$ cat src/rtl/multicycle_controller.sv
// Multicycle CPU control unit: FETCH/DECODE/EXEC/MEM/WB sequencer that
// drives the datapath strobes for R, I, J and S instruction types.
// Optional performance counters (cycle_cnt, instr_cnt) are built only when
// MC_PERF_CNT_EN is defined; otherwise both read as constant zero.
module multicycle_controller (
    input  logic        clk,
    input  logic        reset,
    input  logic [31:0] instr,
    input  logic        instr_valid,
    input  logic        zero,
    input  logic        mem_ready,
    output logic [1:0]  pc_src,
    output logic        pc_write,
    output logic        ir_write,
    output logic        reg_write,
    output logic        mem_read,
    output logic        mem_write,
    output logic        alu_src,
    output logic [2:0]  alu_op,
    output logic [1:0]  wb_sel,
    output logic        illegal,
    output logic [2:0]  state,
    output logic [31:0] cycle_cnt,
    output logic [31:0] instr_cnt
);

    typedef enum logic [2:0] {
        FETCH  = 3'd0,
        DECODE = 3'd1,
        EXEC   = 3'd2,
        MEM    = 3'd3,
        WB     = 3'd4
    } state_t;

    // Instruction classes: everything the sequencer needs after FETCH
    typedef enum logic [2:0] {
        OP_ALU, OP_LW, OP_SW, OP_BEQ, OP_J, OP_JAL, OP_ILL
    } op_t;

    localparam logic [1:0] TYPE_R = 2'b00;
    localparam logic [1:0] TYPE_J = 2'b01;
    localparam logic [1:0] TYPE_I = 2'b10;
    localparam logic [1:0] TYPE_S = 2'b11;

    localparam logic [2:0] ALU_AND = 3'b000;
    localparam logic [2:0] ALU_ADD = 3'b001;
    localparam logic [2:0] ALU_SUB = 3'b010;
    localparam logic [2:0] ALU_CAM = 3'b011;
    localparam logic [2:0] ALU_SLL = 3'b100;
    localparam logic [2:0] ALU_SLR = 3'b101;

    localparam logic [1:0] PC_NEXT   = 2'b00;
    localparam logic [1:0] PC_JUMP   = 2'b01;
    localparam logic [1:0] PC_BRANCH = 2'b10;

    localparam logic [1:0] WB_ALU = 2'b00;
    localparam logic [1:0] WB_MEM = 2'b01;
    localparam logic [1:0] WB_PC  = 2'b10;

    state_t     state_q;
    op_t        op_q;
    logic [2:0] aluop_q;
    logic       imm_q;

    // Only func and type fields steer control; the rest belongs to the datapath
    logic unused_instr_bits;
    assign unused_instr_bits = ^{instr[26:3], instr[0]};

    function automatic op_t decode_op(input logic [1:0] typ, input logic [4:0] func);
        op_t op;
        op = OP_ILL;
        case (typ)
            TYPE_R, TYPE_S: if (func <= 5'd3) op = OP_ALU;
            TYPE_J: begin
                if (func == 5'd0)      op = OP_J;
                else if (func == 5'd1) op = OP_JAL;
            end
            TYPE_I: begin
                case (func)
                    5'd0, 5'd1: op = OP_ALU;
                    5'd2:       op = OP_LW;
                    5'd3:       op = OP_SW;
                    5'd4:       op = OP_BEQ;
                    default:    op = OP_ILL;
                endcase
            end
            default: op = OP_ILL;
        endcase
        return op;
    endfunction

    function automatic logic [2:0] decode_aluop(input logic [1:0] typ, input logic [4:0] func);
        logic [2:0] a;
        a = ALU_AND;
        case (typ)
            TYPE_R: begin
                case (func)
                    5'd1:    a = ALU_ADD;
                    5'd2:    a = ALU_SUB;
                    5'd3:    a = ALU_CAM;
                    default: a = ALU_AND;
                endcase
            end
            TYPE_I: begin
                case (func)
                    5'd1, 5'd2, 5'd3: a = ALU_ADD;   // ADDI and LW/SW address add
                    5'd4:             a = ALU_SUB;   // BEQ compares by subtraction
                    default:          a = ALU_AND;
                endcase
            end
            TYPE_S: begin
                case (func)
                    5'd1, 5'd3: a = ALU_SLR;
                    default:    a = ALU_SLL;
                endcase
            end
            default: a = ALU_AND;
        endcase
        return a;
    endfunction

    // Sequencer: latch the decoded class at fetch, then walk the instruction's phases
    always_ff @(posedge clk or posedge reset) begin
        if (reset) begin
            state_q <= FETCH;
            op_q    <= OP_ILL;
            aluop_q <= ALU_AND;
            imm_q   <= 1'b0;
        end else begin
            case (state_q)
                FETCH: begin
                    if (instr_valid) begin
                        op_q    <= decode_op(instr[2:1], instr[31:27]);
                        aluop_q <= decode_aluop(instr[2:1], instr[31:27]);
                        imm_q   <= (instr[2:1] == TYPE_I) && (instr[31:27] <= 5'd3);
                        state_q <= DECODE;
                    end
                end
                DECODE: begin
                    case (op_q)
                        OP_ILL, OP_J: state_q <= FETCH;
                        OP_JAL:       state_q <= WB;
                        default:      state_q <= EXEC;
                    endcase
                end
                EXEC: begin
                    case (op_q)
                        OP_BEQ:       state_q <= FETCH;
                        OP_LW, OP_SW: state_q <= MEM;
                        default:      state_q <= WB;
                    endcase
                end
                MEM: begin
                    if (mem_ready) state_q <= (op_q == OP_LW) ? WB : FETCH;
                end
                WB:      state_q <= FETCH;
                default: state_q <= FETCH;
            endcase
        end
    end

    assign state = state_q;

    // Strobes decode from the current state and live inputs so that the fetch
    // handshake, branch decision and memory wait act in the same cycle, and so
    // that asserting reset silences every strobe without waiting for a clock.
    always_comb begin
        pc_src    = PC_NEXT;
        pc_write  = 1'b0;
        ir_write  = 1'b0;
        reg_write = 1'b0;
        mem_read  = 1'b0;
        mem_write = 1'b0;
        alu_src   = 1'b0;
        alu_op    = ALU_AND;
        wb_sel    = WB_ALU;
        illegal   = 1'b0;
        if (!reset) begin
            case (state_q)
                FETCH: begin
                    if (instr_valid) begin
                        ir_write = 1'b1;
                        pc_write = 1'b1;
                        pc_src   = PC_NEXT;
                    end
                end
                DECODE: begin
                    if (op_q == OP_ILL) begin
                        illegal = 1'b1;
                    end else if (op_q == OP_J || op_q == OP_JAL) begin
                        pc_write = 1'b1;
                        pc_src   = PC_JUMP;
                    end
                end
                EXEC: begin
                    alu_op  = aluop_q;
                    alu_src = imm_q;
                    if (op_q == OP_BEQ && zero) begin
                        pc_write = 1'b1;
                        pc_src   = PC_BRANCH;
                    end
                end
                MEM: begin
                    mem_read  = (op_q == OP_LW);
                    mem_write = (op_q == OP_SW);
                end
                WB: begin
                    reg_write = 1'b1;
                    if (op_q == OP_LW)       wb_sel = WB_MEM;
                    else if (op_q == OP_JAL) wb_sel = WB_PC;
                    else                     wb_sel = WB_ALU;
                end
                default: ;
            endcase
        end
    end

`ifdef MC_PERF_CNT_EN
    logic [31:0] cycle_q;
    logic [31:0] instr_q;
    logic        retire;

    // An instruction retires on the edge that returns the sequencer to FETCH
    assign retire = ((state_q == DECODE) && (op_q == OP_J))
                 || ((state_q == EXEC)   && (op_q == OP_BEQ))
                 || ((state_q == MEM)    && (op_q == OP_SW) && mem_ready)
                 ||  (state_q == WB);

    // Free-running cycle counter and retired-instruction counter, both wrapping
    always_ff @(posedge clk or posedge reset) begin
        if (reset) begin
            cycle_q <= 32'd0;
            instr_q <= 32'd0;
        end else begin
            cycle_q <= cycle_q + 32'd1;
            if (retire) instr_q <= instr_q + 32'd1;
        end
    end

    assign cycle_cnt = cycle_q;
    assign instr_cnt = instr_q;
`else
    assign cycle_cnt = 32'd0;
    assign instr_cnt = 32'd0;
`endif

endmodule
$ cat config.mk
export PLATFORM = sky130hd
export DESIGN_NAME = multicycle_controller
export DESIGN_NICKNAME = d
export VERILOG_FILES = /design/src/rtl/multicycle_controller.sv
export SDC_FILE = /design/constraint.sdc
export NUM_CORES = 1
export LEC_CHECK = 0
export ABC_AREA = 1
export BUFFER_PORTS_ARGS = -buffer_cell sky130_fd_sc_hd__buf_2
export CORE_MARGIN = 2
export CORE_UTILIZATION = 35
export DETAILED_ROUTE_END_ITERATION = 16
export PLACE_DENSITY = 0.81
export SYNTH_ARGS = -nofsm -noshare
export SYNTH_HDL_FRONTEND = slang
export SYNTH_SLANG_ARGS = --single-unit
$ cat constraint.sdc
create_clock -name clk -period 1.2 [get_ports clk]
set_input_delay 0.06 -clock clk [delete_from_list [all_inputs] [get_ports clk]]
set_output_delay 0.06 -clock clk [all_outputs]
set_load 0.02 [all_outputs]
==> results_dict.tcl <==
set metrics [dict create \
    status "complete, but fails checks" \
    violations "negative setup slack" \
    yosysSeqAreaShare 0.182 \
    fp.coreArea_um2 3740 \
    route.detailed.drc 0 \
    finalCritPeriodShare 1.22 \
    num-nets-final 294 \
    setup_tns_ns -2.87 \
    reg2reg_depth 7 \
    leakagePower_nw 0.973 \
    clock-sinks 10 \
    powerDensity_nw_per_um2 1590 \
    ant_nets 0 \
    finClkSkew_ns 0.00318 \
    synth.distinct_cells 27 \
    syn_to_final_growth_pct 29.5 \
    synthArstFlopShare 1.00 \
    arrival_ns 1.40 \
    gp_congestion 0.841 \
    start_util 0.371 \
    viasPerCell 4.04 \
    ir_drop_v 0.000442 \
    io_pins 118 \
    hold_violations 0 \
    cp_slowest_stage_delay_ns 0.54 \
    ys.flop_type "dfrtp_1" \
    end_kind "output port" \
    cts_buffers 3 \
    place_area_um2 1450 \
    synth_top_area_share 0.346 \
    antenna_cells 0 \
    rsz0062_at_grt "yes" \
    clk_pin_slew_ns 0.05 \
    fin_ws_ns -0.259 \
    hold_path_end "state[1]$_DFFE_PP0P_" \
    r2r-end "state[2]$_DFFE_PP0P_" \
    min_path_type "input pin to flip-flop" \
    synth_top_cell_by_area "buf_4" \
    slowest_stage "dfstp_2" \
    final_common_cell "conb_1" \
    drtPass1Iterations 4 \
    first_global_vias 989 \
    synth_area_um2 1390 \
    vias 1205 \
    die_w_um 67.0 \
    grt_usage 0.124 \
    yosysWarnings 0 \
    grt_pass1_wl_um 4240 \
    rows 22 \
    worstPathRequired_ns 1.14 \
    wl_per_cell_um 10.2 \
    die-height_um 67.0 \
    clock-root-buffer "clkbuf_8" \
    first_iter_violations 60 \
    fp.dieArea_um2 4480 \
    design_area_um2 1800 \
    dpl.hpwl_um 2140 \
    h-tree-depth 1 \
    max_cap_violations 0 \
    antenna_found_initial 0 \
    whs_ns 0.100 \
    worst_hold_startpoint "mem_ready" \
    mostFrequentLayoutCells "conb_1, buf_4, inv_1, nand2_1" \
    postRouteWirelength_um 3050 \
    reg2reg_from "op_q[1]$_DFFE_PP1P_" \
    period_minus_slack_ns 1.46 \
    hold_depth 4 \
    clk_latency_ns 0.24 \
    drive_above_1_share 0.392 \
    cts_buffer_depth 2 \
    grt-ovfl-total 0 \
    fmax_mhz 685 \
    grt_max_degree 10 \
    setup_viol 16 \
    ys_ff_latch 10 \
    synth_edf_count 0 \
    path_max_fanout 3 \
    cts_tree "yes" \
    syn_area_per_cell_um2 7.01 \
    start_kind "flip-flop" \
    synth_area_leaders "buf_4, dfrtp_1, inv_1" \
    r2r_slack_ns -0.07 \
    portBuffers 28 \
    crit_chain "inv_2, nor2_4, nand2_2, nor4_4, buf_4" \
    syn_inst 198 \
    slew_viol_final 0 \
    crit_type "flip-flop to output port" \
]
==> sequential cells by signal (all words and copies together), names as in the netlist <==
signal and cells:
aluop_q 3, op_q 3, state 3, imm_q 1
==> metrics by stage <==
step	power (mW)	instances	utilization	worst slack [ns]
floorplan	1.57	261	-	-0.0381
global placement	1.76	283	0.388	-0.0466
detailed placement	1.79	283	0.388	-0.0865
CTS	2.46	294	0.438	-0.268
global route	3.02	298	0.480	-0.334
finish	2.85	298	0.480	-0.259
==> logic make-up (layout without fill, tap and decap cells) <==
family | after synthesis | after routing | synth area share
AO/OA/AOI/OAI | 19 | 19 | 0.0812
AND/OR/NAND/NOR | 71 | 71 | 0.259
other | 1 | 64 | 0.00270
adder cells (fa/ha/maj) | 6 | 6 | 0.0541
buffers and inverters | 91 | 80 | 0.421
flip-flops | 10 | 10 | 0.182
==> area by class of cell <==
class / count / area (µm²)
clock buffers: 4 / 45.0
fillers: 390 / 1950
multi-input cells: 160 / 940
repair buffers: 49 / 380
flip-flops and latches: 10 / 258
inverters: 27 / 114
well taps: 48 / 60.1
==> worst max path at each step <==
| stage | startpoint | endpoint | slack [ns] | cells past startpoint |
|---|---|---|---|---|
| after floorplan | op_q[1]$_DFFE_PP1P_ | mem_write | -0.04 | 4 |
| after detailed placement | op_q[1]$_DFFE_PP1P_ | state[2]$_DFFE_PP0P_ | -0.09 | 7 |
| after CTS | op_q[1]$_DFFE_PP1P_ | pc_write | -0.27 | 5 |
| final | op_q[1]$_DFFE_PP1P_ | mem_write | -0.26 | 5 |
| after global placement | op_q[1]$_DFFE_PP1P_ | pc_write | -0.05 | 5 |
| after global routing | state[1]$_DFFE_PP0P_ | wb_sel[0] | -0.33 | 5 |
==> metal layers <==
layer | vias to the layer above | GRT usage | share of wire
met5 | - | 0 | 0
met4 | 0 | 0.0689 | 0.022
met3 | 8 | 0.0203 | 0.069
met2 | 59 | 0.205 | 0.52
met1 | 538 | 0.152 | 0.39
li1 | 600 | - | -
==> critical path: cells and delay by family, from the launching register on <==
| family | cells | cell delay [ns] |
|---|---|---|
| buf+inv | 2 | 0.23 |
| simple gates | 3 | 0.37 |
| flops | 1 | 0.54 |
==> timing repair <==
action                                  in CTS  in global routing
hold buffers                                 1                  0
hold endpoints to repair                     8                  0
resized for setup                           29                 38
pin swaps                                   10                 16
buffers inserted                             6                  4
endpoints found under the setup margin      16                 23
==> Yosys cell counts (3+ instances only) <==
cell / count
dfrtp_1: 8
nand4_1: 5
inv_1: 22
nor2_1: 19
buf_4: 64
inv_2: 4
o21ai_0: 7
ha_1: 6
nand2_1: 21
nand3_1: 14
o21ai_1: 3
a21oi_1: 4
==> report_power, final <==
part | internal, mW | leakage [nW] | switching, mW
Clock | 0.234 | 0.0228 | 0.151
Sequential | 0.458 | 0.123 | 0.102
Combinational | 0.783 | 0.828 | 1.12
Power figures use the tool's default switching activity.
